==> src/rtl/frv_masked_pkg.sv <==
// Shared op encodings and per-op share handling for the masked bitwise pipeline.
package frv_masked_pkg;

    typedef enum logic [2:0] {
        FRV_MBW_XOR  = 3'b000,
        FRV_MBW_AND  = 3'b001,
        FRV_MBW_IOR  = 3'b010,
        FRV_MBW_NOT  = 3'b011,
        FRV_MBW_ANDN = 3'b100
    } mbwOp_e;

    // IOR is built from AND by De Morgan on the a1/b1 shares; ANDN complements b1 only.
    // Returned as {invertA1, invertB1}.
    function automatic logic [1:0] shareInvert(input logic [2:0] op);
        logic [1:0] inv;
        inv = 2'b00;
        case (op)
            FRV_MBW_IOR:  inv = 2'b11;
            FRV_MBW_ANDN: inv = 2'b01;
            default:      inv = 2'b00;
        endcase
        return inv;
    endfunction

endpackage

==> src/rtl/frv_masked_and_pipe.sv <==
// DOM-style masked AND: the cross-domain terms t1/t3 are registered so the two
// share domains only meet through flops.
module frv_masked_and_pipe #(
    parameter int N = 32
) (
    input  logic         clk_i,
    input  logic         clr_i,
    input  logic         en_i,
    input  logic [N-1:0] b0Next_i,
    input  logic [N-1:0] b1Next_i,
    input  logic [N-1:0] z0Next_i,
    input  logic [N-1:0] a0_i,
    input  logic [N-1:0] a1_i,
    input  logic [N-1:0] b0_i,
    input  logic [N-1:0] b1_i,
    input  logic [N-1:0] z0_i,
    input  logic [N-1:0] z1_i,
    output logic [N-1:0] r0_o,
    output logic [N-1:0] r1_o
);

    logic [N-1:0] t1_q;
    logic [N-1:0] t3_q;

    always_ff @(posedge clk_i) begin
        if (clr_i) begin
            t1_q <= '0;
            t3_q <= '0;
        end else if (en_i) begin
            t1_q <= b1Next_i ^ z0Next_i;
            t3_q <= b0Next_i ^ z0Next_i;
        end
    end

    assign r0_o = ((t1_q ^ b0_i) & a0_i) ^ (a0_i & z0_i) ^ z1_i;
    assign r1_o = ((t3_q ^ b1_i) & a1_i) ^ (a1_i & z0_i) ^ z1_i;

endmodule

==> src/rtl/frv_masked_bitwise_pipe.sv <==
// Two-stage masked bitwise unit (XOR/AND/IOR/NOT/ANDN) on Boolean shares with
// valid/ready handshaking, flush and optional zeroisation of emptied stages.
module frv_masked_bitwise_pipe
    import frv_masked_pkg::*;
#(
    parameter int XLEN    = 32,
    parameter bit ZEROISE = 1'b1
) (
    input  logic            g_clk,
    input  logic            g_reset,
    input  logic            i_valid,
    output logic            i_ready,
    input  logic [2:0]      i_op,
    input  logic [XLEN-1:0] i_a0,
    input  logic [XLEN-1:0] i_a1,
    input  logic [XLEN-1:0] i_b0,
    input  logic [XLEN-1:0] i_b1,
    input  logic [XLEN-1:0] i_z0,
    input  logic [XLEN-1:0] i_z1,
    input  logic            i_flush,
    output logic            o_valid,
    input  logic            o_ready,
    output logic [XLEN-1:0] o_r0,
    output logic [XLEN-1:0] o_r1
);

    logic            s1Valid_q, s1Valid_d;
    logic [2:0]      s1Op_q;
    logic [XLEN-1:0] s1A0_q, s1A1_q, s1B0_q, s1B1_q, s1Z0_q, s1Z1_q;
    logic            s2Valid_q, s2Valid_d;
    logic [XLEN-1:0] s2R0_q, s2R1_q;
    logic [XLEN-1:0] r0_d, r1_d;

    logic            s2Adv, accept, s1Clr, s2Clr;
    logic [1:0]      inv;
    logic [XLEN-1:0] a1In, b1In;
    logic [XLEN-1:0] andR0, andR1;

    assign inv  = shareInvert(i_op);
    assign a1In = inv[1] ? ~i_a1 : i_a1;
    assign b1In = inv[0] ? ~i_b1 : i_b1;

    assign s2Adv   = !s2Valid_q || o_ready;
    assign i_ready = (!s1Valid_q || s2Adv) && !i_flush;
    assign accept  = i_valid && i_ready;

    // A stage is wiped on reset, and with ZEROISE on flush or whenever it empties.
    assign s1Clr = g_reset || (ZEROISE && (i_flush || (s2Adv && !accept)));
    assign s2Clr = g_reset || (ZEROISE && (i_flush || (s2Adv && !s1Valid_q)));

    always_comb begin
        s1Valid_d = s1Valid_q;
        if (g_reset || i_flush) begin
            s1Valid_d = 1'b0;
        end else if (accept) begin
            s1Valid_d = 1'b1;
        end else if (s2Adv) begin
            s1Valid_d = 1'b0;
        end

        s2Valid_d = s2Valid_q;
        if (g_reset || i_flush) begin
            s2Valid_d = 1'b0;
        end else if (s2Adv) begin
            s2Valid_d = s1Valid_q;
        end
    end

    frv_masked_and_pipe #(
        .N(XLEN)
    ) u_and (
        .clk_i    (g_clk),
        .clr_i    (s1Clr),
        .en_i     (accept),
        .b0Next_i (i_b0),
        .b1Next_i (b1In),
        .z0Next_i (i_z0),
        .a0_i     (s1A0_q),
        .a1_i     (s1A1_q),
        .b0_i     (s1B0_q),
        .b1_i     (s1B1_q),
        .z0_i     (s1Z0_q),
        .z1_i     (s1Z1_q),
        .r0_o     (andR0),
        .r1_o     (andR1)
    );

    // Reserved encodings fall through to a masked zero (both shares = z1).
    always_comb begin
        r0_d = s1Z1_q;
        r1_d = s1Z1_q;
        case (s1Op_q)
            FRV_MBW_XOR: begin
                r0_d = s1A0_q ^ s1B0_q ^ s1Z1_q;
                r1_d = s1A1_q ^ s1B1_q ^ s1Z1_q;
            end
            FRV_MBW_AND, FRV_MBW_ANDN: begin
                r0_d = andR0;
                r1_d = andR1;
            end
            FRV_MBW_IOR: begin
                r0_d = andR0;
                r1_d = ~andR1;
            end
            FRV_MBW_NOT: begin
                r0_d = s1A0_q ^ s1Z1_q;
                r1_d = ~s1A1_q ^ s1Z1_q;
            end
            default: begin
                r0_d = s1Z1_q;
                r1_d = s1Z1_q;
            end
        endcase
    end

    always_ff @(posedge g_clk) begin
        s1Valid_q <= s1Valid_d;
        if (s1Clr) begin
            s1Op_q <= '0;
            s1A0_q <= '0;
            s1A1_q <= '0;
            s1B0_q <= '0;
            s1B1_q <= '0;
            s1Z0_q <= '0;
            s1Z1_q <= '0;
        end else if (accept) begin
            s1Op_q <= i_op;
            s1A0_q <= i_a0;
            s1A1_q <= a1In;
            s1B0_q <= i_b0;
            s1B1_q <= b1In;
            s1Z0_q <= i_z0;
            s1Z1_q <= i_z1;
        end
    end

    always_ff @(posedge g_clk) begin
        s2Valid_q <= s2Valid_d;
        if (s2Clr) begin
            s2R0_q <= '0;
            s2R1_q <= '0;
        end else if (s2Adv && s1Valid_q) begin
            s2R0_q <= r0_d;
            s2R1_q <= r1_d;
        end
    end

    assign o_valid = s2Valid_q;
    assign o_r0    = s2R0_q;
    assign o_r1    = s2R1_q;

endmodule
==> config.mk <==
export PLATFORM = sky130hd
export DESIGN_NAME = frv_masked_bitwise_pipe
export DESIGN_NICKNAME = d
export VERILOG_FILES = /design/src/rtl/frv_masked_pkg.sv /design/src/rtl/frv_masked_and_pipe.sv /design/src/rtl/frv_masked_bitwise_pipe.sv
export SDC_FILE = /design/constraint.sdc
export NUM_CORES = 1
export LEC_CHECK = 0
export CAP_MARGIN = 10
export CORE_ASPECT_RATIO = 0.8
export CORE_MARGIN = 10
export CORE_UTILIZATION = 39
export DETAILED_ROUTE_END_ITERATION = 10
export GPL_TIMING_DRIVEN = 0
export SKIP_LAST_GASP = 1
export SYNTH_ARGS = -nofsm -noshare
export SYNTH_HDL_FRONTEND = slang
export SYNTH_HIERARCHICAL = 1
export SYNTH_SLANG_ARGS = --single-unit
==> constraint.sdc <==
create_clock -name g_clk -period 1.7 [get_ports g_clk]
set_input_delay 0.255 -clock g_clk [delete_from_list [all_inputs] [get_ports g_clk]]
set_output_delay 0.255 -clock g_clk [all_outputs]
set_load 0.1 [all_outputs]
==> results of run 1 <==
==> flip-flops by register name (all words and copies together) (netlist names) <==
signal      count
o_valid         1
o_r0           32
s1B0_q         32
s1B1_q         32
s1A1_q         32
u_and/t1_q     32
s1Z0_q         32
s1Z1_q         32
s1Valid_q       1
o_r1           32
s1Op_q          3
u_and/t3_q     32
s1A0_q         32
==> synth_stat cells, types with 26 or more instances <==
| cell type | count | share of area (%) |
|---|---|---|
| nand2_1 | 424 | 8.8 |
| dfxtp_1 | 325 | 36 |
| xnor2_1 | 193 | 9.3 |
| a21oi_1 | 176 | 4.9 |
| nor2_1 | 162 | 3.4 |
| a211oi_1 | 136 | 5.6 |
| nor3_1 | 85 | 2.3 |
| clkbuf_1 | 72 | 1.5 |
| xor2_1 | 66 | 3.2 |
| xor3_1 | 64 | 8.4 |
| buf_2 | 59 | 1.6 |
| nor2b_1 | 33 | 1.1 |
| o41ai_1 | 27 | 1.3 |
| o21ai_0 | 26 | 0.72 |
==> worst min-delay path, stage by stage <==
cell and delay [ps]:
dlymetal6s2s_1 200, nand2_1 100, a21oi_1 70
==> what timing repair did <==
action,in CTS,in global routing
cloned,2,18
endpoints found under the setup margin,391,322
pin swaps,10,68
hold endpoints to repair,0,0
buffers inserted,28,31
gates resized for setup,490,378
==> cells by family after synthesis <==
family	share of synthesized area, %
buf+inv	4.74
xor+xnor	20.9
mux	1.83
flops	35.9
simple gates	16.4
compound gates	20.2
==> power groups by stage <==
stage | Sequential [uW] | Clock (uW) | Combinational, uW
floorplan | 8070 | 0 | 1250
global placement | 8010 | 0 | 2460
detailed placement | 8020 | 0 | 2480
CTS | 7840 | 8780 | 2630
global route | 7860 | 9080 | 3160
finish | 7850 | 8750 | 3030
==> stage by stage <==
stage                     worst slack, ps  hold slack [ps]  cells  total power (uW)  cell area, um2
after floorplan                      -116              391   2102              9320           18200
after global placement              -1260              440   2979             10500           21600
after detailed placement            -1280              434   2979             10500           21600
after CTS                            -255              222   3075             19300           23500
after global routing                 -163              141   3116             20100           25300
final                                -136              133   3116             19600           25300
==> per-layer routing <==
| metal | up-vias | share of wire [%] | wire length, um |
|---|---|---|---|
| met3 | 178 | 10 | 8170 |
| met2 | 984 | 44 | 35200 |
| li1 | 8023 | - | - |
| met5 | - | 0 | 0 |
| met1 | 8741 | 42 | 33600 |
| met4 | 0 | 3.7 | 2920 |
==> worst max path at each step <==
stage / start / slack, ps / end
global route: o_valid / -160 / i_ready
global placement: o_ready / -1260 / i_ready
CTS: o_valid / -260 / i_ready
detailed placement: o_ready / -1280 / i_ready
floorplan: o_valid / -120 / i_ready
finish: o_valid / -140 / i_ready
==> area by class of cell <==
class                      count  share of cell area (%)
clock buffer                  58                    4.82
multi-input combinational   1599                    46.6
tap                          612                    3.02
sequential                   325                    25.9
inverter                      15                   0.222
buffer                       156                    5.86
timing repair buffer         341                    13.1
clock inverter                10                   0.405
==> layout by cell type (no fill, tap or decap), types with 26 or more instances in the layout <==
master           Yosys  final
nand2_1            424    413
dfxtp_1            325    290
clkdlybuf4s50_1      0    194
xnor2_1            193    172
a21oi_1            176    166
nor2_1             162    160
buf_4                7     74
nor3_1              85     73
buf_2               59     72
a211oi_2             0     69
a211oi_1           136     67
xor3_1              64     61
clkbuf_16            0     58
xor2_1              66     50
buf_6               12     33
nor2b_1             33     31
clkbuf_4             0     30
dfxtp_2              0     28
clkbuf_2             0     27
o21ai_0             26     26
==> summary.md, run 1 <==
The run finished, with violations left. The final reports fail on setup timing. The end of the worst hold path is s1Op_q[2]. The count of cell types in the netlist came out at 46. The number of remaining DRC errors was 0; the cell count of the worst reg-to-reg path was 6. The final global-route overflow total came out at 0. Walking the worst path, the cells encountered are nor2b_4 > buf_8 > a21oi_4 > buf_12. Compared with the post-synthesis result, the final layout area differs by 39.8%. In this run the horizontal extent of the chip is 261 um. STA classifies the critical path startpoint as a flop. The count of antenna-violating nets left after detailed routing is 0, and the worst-case clock buffer depth is 3. After routing, the total negative slack on setup checks comes to -641 ps. For this run, global-route usage on met2 was measured as 41.7%. After the last flow step, the layout net total stands at 2677. Data on the critical path is required at its endpoint by 1440 ps.

Port buffering added 265 buffers. For this block, the via count after detailed routing is 17926. The end-of-flow core utilization was 55.3%.

The die boundary height is 213 um. Among all flip-flop cells after synthesis, the most frequent one is dfxtp_1. The first routing iteration left 1907 violations. The peak ir drop on the vdd network came out at 0.694 mV. The logs give 2302 for the total nets after synthesis and 26.6% for the aggregate global-route resource usage. The gate family responsible for the most delay along the worst path is buffers and inverters.

The total count of max-transition violations in the final report was 0; the total wire length was 79900 um. Across the whole layout, storage elements account for 6570 um2. STA classifies the critical path endpoint as a primary output.

The pre-antenna-repair detailed-routing pass consisted of 6 iterations. The initial antenna violation count is 0, and the largest stage delay on the critical path is 350 ps. Of the cells placed in the final design, the portion with a size suffix greater than 1 is 24.6%.

Once the floorplan was initialized, standard cells occupied 39.5% of the core. Routability-driven placement finished with a final weighted congestion of 0.912. Setup repair after global routing could not meet its margin everywhere. The number of clock sinks was 325. The largest net degree at the start of global routing is 13, and the headroom to the max-slew limit is 53.1%. The floorplan has 70 rows.

Summed over all cells, the static leakage comes to 0.0101 uW. The cell area that synthesis handed to floorplanning was 18100 um2. After floorplanning, the core was sized to cover 45800 um2.

The startpoint identified for the worst hold timing path is i_op[2]. The fraction of synthesis flops using an asynchronous set or reset pin is 0%, and the max-cap check violation count is 0. The shortest period the worst path allows was 1840 ps. On the critical path, the stage with the largest delay is an instance of dfxtp_4. Along the worst path, the maximum fanout reaches 11. The repair_antennas step left the layout with diodes totalling 0. The register bit total from synthesis was 325; the routed length per placed instance was 25.7 um. Of the total power, the clock network draws 44.6%. Hold repair after CTS inserted 0 buffers. The number of placed I/O pins came out at 266. Summing all multi-input logic gate instances after layout gives 11800 um2. CTS placed an instance of clkbuf_16 at the clock tree root.

The post-CTS clock slew at the launch and capture registers of the worst setup and hold paths works out to 60 ps. The slew at the pin closest to its max-slew limit is 704 ps, and the floorplan die area is 55500 um2. Global routing consumed, on the met3 layer, 5.75% of the routing resources. Sequential cells burn 40.0% of the power. Data on the critical path arrives at its endpoint at 1580 ps. The net switching power is 5270 uW.

The min-delay analysis places its worst path in the category input pin to flop. Net switching is 26.9% of the power. The first global-routing pass estimated 111000 um of wire. The number of global-route vias before repair is 17540, and the number of warning messages in the yosys log is 6. In this run the critical register-to-register path is captured at o_r1[1]. The critical path runs through a total of 4 cells. The worst register-to-register path begins at u_and/t3_q[1].

The register area share after synthesis was 35.9%; the per-cell via count in the routed design was 5.75. Global routing consumed, on the met1 layer, 35.4% of the routing resources. In this run, CTS created clock tree buffers numbering 39. The internal portion of the total power is 14400 uW. The setup path with the least slack is of type flop to primary output. The number of buffer and inverter instances along the worst setup path works out to 2. Most used routing layer in global routing: met2. The number of failing hold endpoints at the final stage was 0. Combinational cells account for 15.5% of the total power.

Setup slack of the critical path after layout: -136 ps. After filler insertion, the fill cell instance count of the layout stands at 4071. The clock arrives with 16.6 ps of skew.

For the worst-skew pair, the clock arrives at the later sink with an insertion delay of 540 ps. The number of flops mapped to enable cells by yosys is 0. Dividing the synthesized area by the synthesized cell count gives 8.61 um2. Maximum clock frequency: 545 MHz. Once detailed placement completed, the half-perimeter wirelength came to 55500 um. Dividing total power by cell area gives a power density of 775 nW/um2. TritonCTS built the clock tree.

The clock tree synthesis step divided the H-tree into 2 levels. The post-synthesis instance total came out at 2102. In the finished design, the share of the clock period the worst path needs comes to 108%.

Counting instances, the worst hold path has a depth of 3. The worst register-to-register path has a setup slack of -80 ps. Setup violations remaining at the end of the flow were counted as 28.
No activity file was read; power rests on OpenSTA's default activity.
==> run 2, diff against run 1 <==
--- a/config.mk
+++ b/config.mk
@@ -9,3 +9,3 @@
 export CORE_ASPECT_RATIO = 0.8
-export CORE_MARGIN = 10
+export CORE_MARGIN = 1.5
 export CORE_UTILIZATION = 39
--- a/constraint.sdc
+++ b/constraint.sdc
@@ -3,2 +3,2 @@
 set_output_delay 0.255 -clock g_clk [all_outputs]
-set_load 0.1 [all_outputs]
+set_load 0.01 [all_outputs]
==> summary.md, run 2 (synthesis gave the netlist of run 1 again) <==
The flow ran to the end, but the final reports show violations. The checks that failed: setup timing. For this block, the routed nets add up to 74500 um of wire. The leakage power summed over all cells is 0.00998 uW.

In the finished design, the share of the clock period the worst path needs comes to 103%. The clock reaches the later pin of the worst-skew pair after 530 ps. Once the floorplan was initialized, standard cells occupied 39.6% of the core.

Start point of the critical path: o_valid. TritonCTS built the clock tree. The startpoint identified for the worst hold timing path is i_op[2]. The number of global-route vias before repair is 16645. For the starting DRC count in detailed routing, the log shows 1717. At the pin with the least slew margin, the transition time is 720 ps.

The pre-antenna-repair detailed-routing pass consisted of 6 iterations. STA classifies the critical path endpoint as a flop. For the placer's final routability congestion estimate, the log shows 0.901. The wire-length estimate of the detail-placed layout is 52800 um. The signal arrival time at the worst endpoint was 2180 ps; the total cell area at the placement stage was 21500 um2. After floorplanning, the core was sized to cover 45700 um2. For this run, design rule violations remaining after detail routing come to 0. The run gives 0 as the number of failing hold endpoints at the final stage. In this run the tightest slew margin relative to its limit is 52.0%. The logs give -50 ps for the minimum setup slack among reg-to-reg paths and 24600 um2 for the final instance area.

The worst hold slack is 225 ps, and the power density over the cells is 758 nW/um2. Across the whole layout, storage elements account for 6580 um2. The run gives 43.1% as the clock group share of total power. The share of total power in combinational logic is 14.8%, and the data required time at the worst endpoint is 2130 ps.

The run gives 4179 as the number of filler cells placed in the layout. The detailed router placed 17614 vias in this run. Net total in the final layout: 2653. Power comes to 18700 uW.

Of the total power, registers draw 42.1%. Setup violations remaining at the end of the flow were counted as 16. The cell count after placement is 2979.

The aggregate global-route resource usage is 29.7%, and the switching part of the total power is 26.4%. The shortest period the worst path allows is 1750 ps, and the initial antenna violation count is 0. The final clock skew came out at 14.6 ps. The signed area change from the synthesized netlist to the final layout is 36.0%, and the total count of max-transition violations in the final report is 0. For the multi-input gate area in the final layout, the log shows 11500 um2. The tools report the type of origin of the critical path as a flop. The count of inserted antenna diode cells is 0, and the maximum level of the CTS H-tree is 2. The filler-free cell count of the finished design was 3084; the die boundary height was 196 um. The post-CTS clock slew at the launch and capture registers of the worst setup and hold paths was 60 ps. After detailed routing, the average wire length per cell comes to 24.2 um. The worst hold path terminates at s1Op_q[2]. The internal power of the cells totals 13700 uW.

The maximum clock frequency came out at 572 MHz. Cells with a size suffix above 1 make up 19.5% of the layout. The worst hold path belongs to the class input pin to flop. TritonCTS created 37 clock buffers.

The floorplan step defined a die boundary enclosing 47700 um2. The largest net degree at the start of global routing was 15. In this run the critical register-to-register path is launched from o_valid. Dividing the detail-routed via count by the number of cells gives 5.71. The tools report the destination of the worst register-to-register timing path as u_and/t1_q[12]. The cell at the root of the clock tree is clkbuf_16.

Net switching power: 4920 uW. Setup repair after global routing could not meet its margin everywhere. The library cells used most frequently in the layout, excluding fill and tap cells, are nand2_1 (406), dfxtp_1 (277), clkdlybuf4s50_1 (209), xnor2_1 (170), a21oi_1 (169).

Max-cap check violation count: 0. Critical path class: flop to flop. The worst-case IR drop observed on VDD is 0.705 mV. The worst register-to-register path has a depth of 10. The total overflow left after global routing is 0. Most common cell after layout, fill and taps aside: nand2_1. The worst-case clock buffer depth is 3. In this run the horizontal extent of the chip is 244 um. In this run the remaining antenna-violating nets after routing total 0. The number of clock sinks is 325, and the number of input and output port buffers inserted is 265. In this run the count of I/O pins placed on the die edge is 266. In this run the worst path has a maximum fanout of 10. The first global-routing pass estimated 106000 um of wire.

The setup slack of the critical path after layout is -46.8 ps, and the worst hold path depth is 3. After floorplanning, the core was divided into 70 placement rows.
run 2: cell types whose count changed in the layout (fill, tap and decap cells not counted), sizes merged:
cell	previous run	this run
dlymetal6s2s	1	12
clkdlybuf4s50	194	209
dlygate4sd2	4	43
clkinvlp	1	0
clkdlybuf4s15	1	0
clkdlybuf4s18	7	0
bufinv	2	3
buf	212	158
clkinv	7	3
clkbuf	136	105
run 2: how the worst max path moves through the flow:
stage | end | slack, ps | cells past startpoint
final | u_and/t1_q[12] | -50 | 10
after global routing | u_and/t3_q[9] | -110 | 10
after CTS | i_ready | -230 | 6
after detailed placement | u_and/t3_q[2] | -1530 | 10
after global placement | u_and/t3_q[9] | -1500 | 10
after floorplan | u_and/t3_q[0] | -30 | 9
run 2: repair_timing:
item / in CTS / in global routing
hold buffers: 0 / 0
gates resized for setup: 226 / 363
pin swaps: 4 / 65
setup endpoints to repair: 367 / 329
setup buffers: 26 / 20
cloned: 3 / 4
run 2: metal layers:
| layer | vias to the layer above | GRT usage, % | wire length, um |
|---|---|---|---|
| met4 | 0 | 12.4 | 3240 |
| met2 | 888 | 44.8 | 32000 |
| met1 | 8561 | 41.3 | 32300 |
| met3 | 178 | 6.06 | 7040 |
| li1 | 7987 | - | - |
| met5 | - | 0 | 0 |
run 2: power by group through the flow:
stage,Sequential (uW),Clock (uW),Combinational (uW)
final,7850,8050,2760
after global routing,7860,8390,2890
after CTS,7840,8100,2510
after detailed placement,8020,0,2370
after global placement,8010,0,2350
after floorplan,7980,0,1230
run 2: per-stage QoR:
stage / util (%) / TNS (ps) / setup slack, ps
global placement: 47.1 / -272060 / -1500
detailed placement: 47.1 / -276580 / -1530
finish: 53.9 / -290 / -46.8
floorplan: - / -520 / -26.0
CTS: 51.1 / -9890 / -226
global route: 53.9 / -4160 / -107
run 2: cell type report:
type / count / area share, %
Buffer: 159 / 5.88
Clock buffer: 52 / 4.27
Sequential cell: 325 / 26.7
Multi-Input combinational cell: 1599 / 46.6
Tap cell: 612 / 3.11
Inverter: 15 / 0.229
Clock inverter: 6 / 0.427
Timing Repair Buffer: 316 / 12.7
run 2: critical path: stages, from the launching register on:
cell	delay (ps)
dfxtp_4	350
buf_6	120
nand3b_1	120
nand3_2	110
inv_2	110
buf_8	120
buf_12	120
buf_12	170
buf_12	160
nor2_1	50
a211oi_1	220
